==> src/rtl/lcd_show_char.sv <==
`default_nettype none
// ============================================================================
// Module   : lcd_show_char
// Purpose  : Fetches the rows of one font glyph and streams one RGB565 pixel per
//            glyph cell on a valid/ready interface.
// Revision : 1.0
// ============================================================================
module lcd_show_char #(
    parameter logic [15:0] FG_COLOR = 16'h0000,
    parameter logic [15:0] BG_COLOR = 16'hFFFF
) (
    input  logic        sys_clk,
    input  logic        sys_rst,
    input  logic        show_char_flag,
    input  logic [6:0]  ascii_num,
    input  logic [8:0]  start_x,
    input  logic [8:0]  start_y,
    input  logic        en_size,
    output logic [10:0] rom_addr,
    output logic        rom_sel,
    input  logic [7:0]  rom_data,
    output logic        pix_valid,
    input  logic        pix_ready,
    output logic [8:0]  pix_x,
    output logic [8:0]  pix_y,
    output logic [15:0] pix_color,
    output logic        show_char_done,
    output logic        busy
);

    typedef enum logic [2:0] {
        S_IDLE  = 3'd0,
        S_FETCH = 3'd1,
        S_WAIT  = 3'd2,
        S_PIXEL = 3'd3,
        S_DONE  = 3'd4,
        S_GAP   = 3'd5
    } state_t;

    state_t      r_state;
    logic [8:0]  r_start_x;
    logic [8:0]  r_start_y;
    logic [3:0]  r_row;
    logic [2:0]  r_col;
    logic [7:0]  r_shift;

    logic [6:0]  w_idx;
    logic [10:0] w_base_small;
    logic [10:0] w_base_large;
    logic [10:0] w_base;
    logic [2:0]  w_last_col;
    logic [3:0]  w_last_row;
    logic        w_xfer;

    // Indices past the last printable glyph fall back to the space glyph.
    assign w_idx        = (ascii_num > 7'd94) ? 7'd0 : ascii_num;
    assign w_base_small = ({4'b0, w_idx} << 3) + ({4'b0, w_idx} << 2);
    assign w_base_large = {w_idx, 4'b0};
    assign w_base       = en_size ? w_base_large : w_base_small;
    assign w_last_col   = rom_sel ? 3'd7 : 3'd5;
    assign w_last_row   = rom_sel ? 4'd15 : 4'd11;
    assign w_xfer       = pix_valid & pix_ready;

    always_ff @(posedge sys_clk) begin
        if (sys_rst) begin
            r_state        <= S_IDLE;
            r_start_x      <= 9'd0;
            r_start_y      <= 9'd0;
            r_row          <= 4'd0;
            r_col          <= 3'd0;
            r_shift        <= 8'd0;
            rom_addr       <= 11'd0;
            rom_sel        <= 1'b0;
            pix_valid      <= 1'b0;
            pix_x          <= 9'd0;
            pix_y          <= 9'd0;
            pix_color      <= 16'd0;
            show_char_done <= 1'b0;
            busy           <= 1'b0;
        end else begin
            case (r_state)
                S_IDLE: begin
                    if (show_char_flag) begin
                        r_start_x <= start_x;
                        r_start_y <= start_y;
                        rom_sel   <= en_size;
                        rom_addr  <= w_base;
                        r_row     <= 4'd0;
                        busy      <= 1'b1;
                        r_state   <= S_FETCH;
                    end
                end
                S_FETCH: begin
                    r_state <= S_WAIT;
                end
                S_WAIT: begin
                    // Column 0 is presented straight from the ROM; the rest shift out of bit 7.
                    pix_valid <= 1'b1;
                    pix_x     <= r_start_x;
                    pix_y     <= r_start_y + {5'b0, r_row};
                    pix_color <= rom_data[7] ? FG_COLOR : BG_COLOR;
                    r_shift   <= {rom_data[6:0], 1'b0};
                    r_col     <= 3'd0;
                    r_state   <= S_PIXEL;
                end
                S_PIXEL: begin
                    if (w_xfer) begin
                        if (r_col != w_last_col) begin
                            r_col     <= r_col + 3'd1;
                            pix_x     <= pix_x + 9'd1;
                            pix_color <= r_shift[7] ? FG_COLOR : BG_COLOR;
                            r_shift   <= {r_shift[6:0], 1'b0};
                        end else begin
                            pix_valid <= 1'b0;
                            if (r_row != w_last_row) begin
                                r_row    <= r_row + 4'd1;
                                rom_addr <= rom_addr + 11'd1;
                                r_state  <= S_FETCH;
                            end else begin
                                show_char_done <= 1'b1;
                                r_state        <= S_DONE;
                            end
                        end
                    end
                end
                S_DONE: begin
                    show_char_done <= 1'b0;
                    r_state        <= S_GAP;
                end
                S_GAP: begin
                    busy    <= 1'b0;
                    r_state <= S_IDLE;
                end
                default: begin
                    r_state <= S_IDLE;
                end
            endcase
        end
    end

endmodule
`default_nettype wire

==> config.mk <==
export PLATFORM = sky130hd
export DESIGN_NAME = lcd_show_char
export DESIGN_NICKNAME = d
export VERILOG_FILES = /design/src/rtl/lcd_show_char.sv
export SDC_FILE = /design/constraint.sdc
export NUM_CORES = 1
export LEC_CHECK = 0
export ABC_AREA = 1
export CORE_MARGIN = 2
export CORE_UTILIZATION = 40
export DETAILED_ROUTE_END_ITERATION = 8
export PLACE_DENSITY = 0.66
export SLEW_MARGIN = 0
export SYNTH_ARGS = -nofsm -noshare
export SYNTH_HDL_FRONTEND = slang
export SYNTH_SLANG_ARGS = --single-unit
==> constraint.sdc <==
create_clock -name sys_clk -period 4.3 [get_ports sys_clk]
set_clock_uncertainty 0.1 [all_clocks]
set_input_delay 0.645 -clock sys_clk [delete_from_list [all_inputs] [get_ports sys_clk]]
set_output_delay 0.645 -clock sys_clk [all_outputs]
set_load 0.1 [all_outputs]
After elaboration in Yosys (flattened, before gate mapping)
Index checks and enable logic that the tools add are counted.

Logic and storage cells: 89. Output and inout port bits: 49. Flip-flop bits (word level): 85.

Bitwise logic cells: 1. Magnitude comparators: 1. Reduce and logical (&&, ||, !) cells: 12. Add/subtract/negate cells: 6. Muxes and demuxes: 42. Eq/ne operators: 13.

Operator list (count): 16-bit two-way mux (4); 11-bit two-way mux (5); 16-bit case mux with 2 select lines (1); 11-bit case mux with 2 select lines (1); 3-bit two-way mux (7); 9-bit two-way mux (2); 9-bit case mux with 2 select lines (1); 4-bit two-way mux (4); 8-bit two-way mux (2); 8-bit case mux with 2 select lines (1); 3-bit case mux with 5 select lines (1); 2-bit inequality test, second input constant (6); 10-bit by 9-bit adder with 11-bit output (1); 11-bit by 1-bit adder with 11-bit output, second input constant (1); 9-bit by 1-bit adder with 9-bit output, second input constant (1); 9-bit by 4-bit adder with 9-bit output (1); 3-bit AND reduction (3); 4-bit case mux with 2 select lines (1); 2-bit nonzero test (4); 7-bit > comparator, second input constant (1); 7-bit two-way mux (1); 3-bit by 2-bit equality test with 1-bit output, second input constant (2); 3-bit equality test, second input constant (2); 1-bit two-way mux (6); other kinds (13) (16).

Longest topological paths before layout
Gate-level depths: netlist (run 1).

Depth after elaboration: 6. Depth in mapped cells: 18. Depth with buffers taken out: 18.

Worst setup path before layout (run 1)
No wires, ideal clock.

Path type: register to register. Start: reg rom_addr[0]. End: reg rom_addr[10]. Stages on the path, launching flop included: 13. Data arrival time: 2432 ps. Buffers on the path: 0. Setup time: 122 ps. Path slack: 1646 ps. Required time: 4078 ps. Cell sequence: dfxtp_1 -> ha_1 -> nand3_1 -> nor2_1 -> nand2_1 -> nor2_1 -> nand2_1 -> nor2_1 -> nand2_1 -> o21ai_0 -> a21oi_1 -> nor2_1 -> a21oi_1.

Cells in the longest elaborated chain, start to end: 5.

Ends and longest elaborated chain: start, declared (RTL line 19) `output logic [10:0] rom_addr,`; start signal, assigned (RTL line 87) `rom_addr <= w_base;`; start signal, assigned (RTL line 117) `rom_addr <= rom_addr + 11'd1;`; 11-bit by 1-bit adder with 11-bit output (RTL line 117); 11-bit two-way mux (RTL line 115) `if (r_row != w_last_row) begin`; 11-bit two-way mux (RTL line 108) `if (r_col != w_last_col) begin`; 11-bit two-way mux (RTL line 107) `if (w_xfer) begin`; 11-bit case mux with 2 select lines (RTL line 81) `case (r_state)`.

Every way passes these cells. The select of a mux whose other input is x is not followed. A chain may end at the register's enable or synchronous reset.

==> impl_metrics.env, run 1 <==
export IMPL_relSlewSlack_pct=30.60
export IMPL_vias_per_cell=5.105
export IMPL_num_nets_final=662
export IMPL_powerDensity_nw_per_um2=536.6
export IMPL_drtIter0Drc=148
export IMPL_die_h_microns=102.2
export IMPL_antenna_found_initial=0
export IMPL_finalMaxSlewViolations=0
export IMPL_areaGrowthSynthToFinish_pct=26.10
export IMPL_syn_nets=601
export IMPL_dr_pass1_iters=4
export IMPL_via_count=3793
export IMPL_critical_path_startpoint_type="flip-flop"
export IMPL_setup_tns_ns=0
export IMPL_max_stage_delay_ns=1.23
export IMPL_vdd_ir_drop_worst_uv=294.6
export IMPL_synth_cell_types=43
export IMPL_avgRoutedWirePerCell_microns=13.11
export IMPL_slowest_stage="clkdlybuf4s50_1"
export IMPL_critPathBufInv=1
export IMPL_yosys_warnings=0
export IMPL_cp_required_ns=3.56
export IMPL_die_area_sq_um=10440
export IMPL_start_util_pct=41.51
export IMPL_rsz0062_at_grt="false"
export IMPL_crit_arrival_ns=2.17
export IMPL_fmax_mhz=343.4
export IMPL_synth_seq_area_share_pct=35.84
export IMPL_hp_class="flip-flop to flip-flop"
export IMPL_status="finished, final reports clean"
export IMPL_layout_min_cycle_time_ns=2.912
export IMPL_grt_max_degree=39
export IMPL_root_buffer="clkbuf_8"
export IMPL_p_switching_uw=1279
export IMPL_core_area_sq_um=9284
export IMPL_hold_violations=0
export IMPL_fin_crit_sh_pct=67.73
export IMPL_overflow=0
export IMPL_seq_power_share_pct=32.2
export IMPL_post_cts_resize_count=0
export IMPL_antenna_cells=0
export IMPL_final_area_sq_um=4860
export IMPL_row_count=35
export IMPL_clock_sinks=69
export IMPL_cts_hold_buf=0
export IMPL_clockBufferDepth=2
export IMPL_setup_viol=0
export IMPL_path_cells="clkdlybuf4s50_1"
export IMPL_drive_above_1_share_pct=6.352
export IMPL_port_buffers=86
export IMPL_postSynthAreaPerCell_sq_um=7.032
export IMPL_grt_total_usage_pct=19.20
export IMPL_clkTransAtPathRegs_ns=0.08
export IMPL_grt_pass1_vias=3651
export IMPL_cts_tree="built"
export IMPL_synth_area_sq_um=3854
export IMPL_io_pins=87
export IMPL_syn_inst=548
export IMPL_pwr_share_comb_pct=47.7
export IMPL_switching_share_pct=49.03
export IMPL_post_cts_buffers=0
export IMPL_htree_levels=3
export IMPL_die_x_microns=102.2
export IMPL_critPathTopFamily="buffers and inverters"
export IMPL_gp_congestion=0.8048
export IMPL_ys_ff_latch=69
export IMPL_postPlaceCellArea_sq_um=4668
export IMPL_tightest_slew_ns=1.040
export IMPL_drv_cap=0
export IMPL_path_max_fanout=17
export IMPL_cts_made_buffers=9
export IMPL_post_dp_hpwl_microns=6829
export IMPL_ant_nets=0
export IMPL_routed_wl_microns=9739
export IMPL_worst_skew_pair_late_latency_ns=0.34
export IMPL_end_kind="primary output"
export IMPL_leakagePower_uw=0.002002
export IMPL_fillers=958
export IMPL_critical_path_class="flip-flop to primary output"
export IMPL_final_core_util_pct=52.35
export IMPL_power_frac_clock_pct=20.1
export IMPL_grt_pass1_wl_microns=16140
export IMPL_cell_internal_pwr_uw=1329
export IMPL_drc=0
## path summary, 6_finish.rpt
path,startpoint,to,slack (ns),depth (start not counted)
worst min-delay path,r_start_x[6],r_start_x[6],0.35,2
worst max register to register,r_state[1],pix_x[8],1.58,8
worst max-delay path,pix_color[14],pix_color[11],1.39,1
worst min register to register,r_start_x[6],r_start_x[6],0.35,2
## power groups by stage
| stage | logic, uW | clock network (uW) | registers (uW) |
|---|---|---|---|
| 3_3_place_gp | 1240 | 0 | 852 |
| 5_1_grt | 1330 | 560 | 857 |
| 2_1_floorplan | 543 | 0 | 1300 |
| 4_1_cts | 1250 | 534 | 840 |
| 3_5_place_dp | 1240 | 0 | 853 |
| 6_report | 1240 | 524 | 841 |
## flip-flops by register name, summed over array words and instances (netlist names)
register	flops
busy	1
pix_color	1
pix_valid	1
pix_x	9
pix_y	9
r_col	3
r_row	4
r_shift	7
r_start_x	9
r_start_y	9
r_state	3
rom_addr	11
rom_sel	1
show_char_done	1
## through the flow
| step | setup slack, ns | instances | hold WS [ns] | power, uW |
|---|---|---|---|---|
| after CTS | 1.352 | 743 | 0.3584 | 2623 |
| final | 1.388 | 743 | 0.3531 | 2608 |
| after floorplan | 1.646 | 548 | 0.3297 | 1839 |
| after detailed placement | 1.209 | 727 | 0.3474 | 2097 |
| after global routing | 1.270 | 743 | 0.3885 | 2743 |
| after global placement | 1.307 | 727 | 0.3453 | 2087 |
## cells by family (layout without fill, tap and decap cells)
group	count (synthesis)	after routing	synth area share, %
XOR/XNOR	9	9	2.046
adder cells (fa/ha/maj)	15	15	5.065
AND/OR/NAND/NOR	202	202	22.34
buffers and inverters	102	168	12.21
AO/OA/AOI/OAI	151	151	22.50
flip-flops	69	69	35.84
## cell usage after synthesis (all sizes together)
| cell type | count | share of area, % |
|---|---|---|
| nor3 | 7 | 0.91 |
| nand4 | 4 | 0.65 |
| o221ai | 1 | 0.23 |
| a31oi | 12 | 1.9 |
| nor2 | 51 | 5.1 |
| o221a | 1 | 0.29 |
| inv | 62 | 6.0 |
| clkbuf | 17 | 1.9 |
| a22oi | 1 | 0.19 |
| nand3 | 35 | 4.5 |
| o21ai | 55 | 7.2 |
| ha | 14 | 4.5 |
| a21oi | 62 | 8.4 |
| a22o | 1 | 0.23 |
| xnor2 | 1 | 0.23 |
| and3 | 1 | 0.16 |
| or2 | 4 | 0.65 |
| nand2 | 99 | 10 |
| o211ai | 4 | 0.78 |
| fa | 1 | 0.52 |
| nor4 | 1 | 0.16 |
| o21bai | 5 | 1.1 |
| a211oi | 5 | 1.2 |
| dfxtp | 69 | 36 |
| o22ai | 1 | 0.16 |
| a221oi | 3 | 0.68 |
| xor2 | 8 | 1.8 |
| buf | 23 | 4.3 |
## placed cells by master (no fill, tap or decap), types with 2 or more instances in the layout
master           synthesis  final
a21oi_1                 60     60
o211ai_1                 4      4
inv_1                   59     59
nor3_1                   7      7
xor2_1                   8      8
a31oi_1                 12     12
nand3_1                 35     35
a211oi_2                 2      2
nor2_2                   2      2
o21bai_1                 4      4
inv_2                    3      3
or2_2                    2      2
clkdlybuf4s50_1          0     86
dfxtp_1                 69     69
buf_4                   17      4
o21ai_0                 53     53
nand4_1                  4      4
clkbuf_8                 1      9
a211oi_1                 3      3
a221oi_1                 3      3
clkinv_2                 0      2
nor2_1                  49     49
nand2_2                  5      5
clkinvlp_4               0      2
nand2_1                 93     93
ha_1                    14     14
## per-layer routing
metal | share of wire, % | vias up | global-route usage (%)
met5 | 0 | - | 0
met4 | 1.9 | 0 | 7.692
met3 | 5.4 | 17 | 3.420
met2 | 46 | 109 | 33.15
met1 | 46 | 1733 | 23.71
li1 | - | 1934 | -
## final cells by class
cell class	count	area [sq um]	share of cell area, %
Multi-Input combinational cell	377	2002	41.19
Timing Repair Buffer	90	890.9	18.33
Sequential cell	69	1381	28.42
Tap cell	129	161.4	3.321
Clock inverter	6	63.81	1.313
Inverter	62	232.7	4.789
Clock buffer	10	127.6	2.626
Power figures use the tool's default switching activity.
==> run 2: changes to the inputs <==
--- a/config.mk
+++ b/config.mk
@@ -9,7 +9,7 @@
 export CORE_MARGIN = 2
 export CORE_UTILIZATION = 40
 export DETAILED_ROUTE_END_ITERATION = 8
-export PLACE_DENSITY = 0.66
+export PLACE_DENSITY = 0.68
 export SLEW_MARGIN = 0
 export SYNTH_ARGS = -nofsm -noshare
 export SYNTH_HDL_FRONTEND = slang
==> constraint.sdc (replaced) <==
create_clock -name sys_clk -period 2.4 [get_ports sys_clk]
set_clock_uncertainty 0.1 [all_clocks]
set_input_delay 0.36 -clock sys_clk [delete_from_list [all_inputs] [get_ports sys_clk]]
set_output_delay 0.36 -clock sys_clk [all_outputs]
set_load 0.1 [all_outputs]
==> run 2 against run 1 <==
Final cell count rose by 3.4%. Routed wire length rose by 1.8%. Worst setup slack got worse by 1.2 ns. Critical path depth rose by 14. Global-route usage rose by 0.10 points. Register-to-register slack got worse by 1.4 ns. Final area rose by 2.2%. Sequential cell count did not move. Critical path type is now input port to flip-flop. Critical endpoint is now rom_addr[7]. Largest cell class unchanged.
==> impl_metrics.env, run 2 (synthesis gave the netlist of run 1 again) <==
export IMPL_status="finished, final reports clean"
export IMPL_end_kind="flip-flop"
export IMPL_fillers=939
export IMPL_routed_wl_microns=9919
export IMPL_multiInputGateArea_sq_um=2007
export IMPL_drtIter0Drc=146
export IMPL_drv_cap=0
export IMPL_gp_congestion=0.8105
export IMPL_largest_register_ffs=11
export IMPL_post_dp_hpwl_microns=7095
export IMPL_start_util_pct=41.51
export IMPL_final_common_cell="nand2_1"
export IMPL_drive_above_1_share_pct=18.78
export IMPL_grt_pass1_vias=3504
export IMPL_relSlewSlack_pct=67.76
export IMPL_path_max_fanout=7
export IMPL_worst_skew_pair_late_latency_ns=0.35
export IMPL_cts_tree="built"
export IMPL_port_buffers=86
export IMPL_ant_nets=0
export IMPL_clock_sinks=69
export IMPL_largest_register="rom_addr"
export IMPL_critical_path_startpoint_type="input port"
export IMPL_layout_common_cells="nand2_1, buf_4, dfxtp_1"
export IMPL_seq_power_share_pct=31.8
export IMPL_holdWs_ns=0.3560
export IMPL_setup_viol=0
export IMPL_grt_max_degree=32
export IMPL_setup_tns_ns=0
export IMPL_regArea_sq_um=1388
export IMPL_power_frac_clock_pct=21.0
export IMPL_vdd_ir_drop_worst_uv=557.1
export IMPL_core_area_sq_um=9284
export IMPL_antenna_cells=0
export IMPL_pwr_share_comb_pct=47.2
export IMPL_p_switching_uw=2335
export IMPL_num_nets_final=687
export IMPL_drc=0
export IMPL_dr_pass1_iters=5
export IMPL_htree_levels=3
export IMPL_cts_made_buffers=9
export IMPL_die_h_microns=102.2
export IMPL_areaGrowthSynthToFinish_pct=28.86
export IMPL_stdcell_count=768
export IMPL_rsz0062_at_grt="false"
export IMPL_fin_crit_sh_pct=93.69
export IMPL_powerDensity_nw_per_um2=957.7
export IMPL_clockBufferDepth=2
export IMPL_die_area_sq_um=10440
export IMPL_layout_min_cycle_time_ns=2.249
export IMPL_grt_pass1_wl_microns=15860
export IMPL_avgRoutedWirePerCell_microns=12.92
export IMPL_switching_share_pct=49.10
export IMPL_cts_hold_buf=0
export IMPL_hold_violations=0
export IMPL_overflow=0
export IMPL_clkTransAtPathRegs_ns=0.08
export IMPL_via_count=3848
export IMPL_fmax_mhz=444.7
export IMPL_die_x_microns=102.2
export IMPL_post_cts_resize_count=0
export IMPL_row_count=35
export IMPL_critical_path_class="input port to flip-flop"
export IMPL_hp_class="flip-flop to flip-flop"
export IMPL_finalMaxSlewViolations=0
export IMPL_dp_cells=752
export IMPL_vias_per_cell=5.010
export IMPL_leakagePower_uw=0.002225
export IMPL_cp_required_ns=2.54
export IMPL_antenna_found_initial=0
export IMPL_root_buffer="clkbuf_8"
export IMPL_io_pins=87
export IMPL_cell_internal_pwr_uw=2421
export IMPL_post_cts_buffers=0
export IMPL_tightest_slew_ns=0.4830
export IMPL_grt_total_usage_pct=19.30
export IMPL_crit_arrival_ns=2.39
-- run 2: cell types whose count changed in the layout (fill, tap and decap cells not counted), moves of 2 or more --
cell             delta
clkinv_2            -2
dfxtp_2             +5
clkdlybuf4s50_1    -49
buf_4              +73
dfxtp_1             -5
-- run 2: power groups by stage --
| stage | clock, uW | sequential [uW] | combinational, uW |
|---|---|---|---|
| final | 998 | 1510 | 2250 |
| after floorplan | 0 | 2330 | 973 |
| after global routing | 1070 | 1540 | 2380 |
| after CTS | 1020 | 1510 | 2250 |
| after detailed placement | 0 | 1540 | 2240 |
| after global placement | 0 | 1530 | 2220 |
-- run 2: stage by stage --
step | area (sq um) | utilization (%) | setup WS (ns) | total power [uW]
2_1_floorplan | 3860 | - | -0.01971 | 3300
3_3_place_gp | 4752 | 51.19 | -0.1869 | 3746
3_5_place_dp | 4752 | 51.19 | -0.2255 | 3778
4_1_cts | 4961 | 53.44 | 0.1120 | 4785
5_1_grt | 4966 | 53.49 | 0.003729 | 4998
6_report | 4966 | 53.49 | 0.1514 | 4756
-- run 2: routing by layer --
layer	share of wire, %	up-vias	global-route usage, %
met2	48	94	33.91
met4	1.6	0	7.487
met1	46	1761	23.68
met5	0	-	0
met3	4.4	12	3.078
li1	-	1981	-
-- run 2: path summary, 6_finish.rpt --
check / startpoint / to / slack (ns) / cells after the start
worst max-delay path: ascii_num[0] / rom_addr[7] / 0.15 / 15
worst min-delay path: r_start_x[6] / r_start_x[6] / 0.36 / 2
worst max register to register: r_row[0] / pix_y[8] / 0.20 / 11
worst min register to register: r_start_x[6] / r_start_x[6] / 0.36 / 2
-- run 2: worst max-delay path, cell delays in order --
cell and delay, ns:
clkdlybuf4s50_1 0.48, nand3_1 0.10, o21bai_2 0.16, nand2_4 0.09, nand2_1 0.11, inv_1 0.06, ha_1 0.19, ha_1 0.17
inv_1 0.05, nand2_1 0.07, nand3_1 0.09, nand2_1 0.08, xor2_1 0.14, o21ai_0 0.16, a21oi_1 0.08
-- run 2: final cells by class --
class,instances,share of cell area [%]
Clock buffer,10,2.771
Clock inverter,6,1.436
Multi-Input combinational cell,377,40.41
Inverter,62,4.686
Sequential cell,69,27.94
Timing Repair Buffer,115,19.50
Tap cell,129,3.250
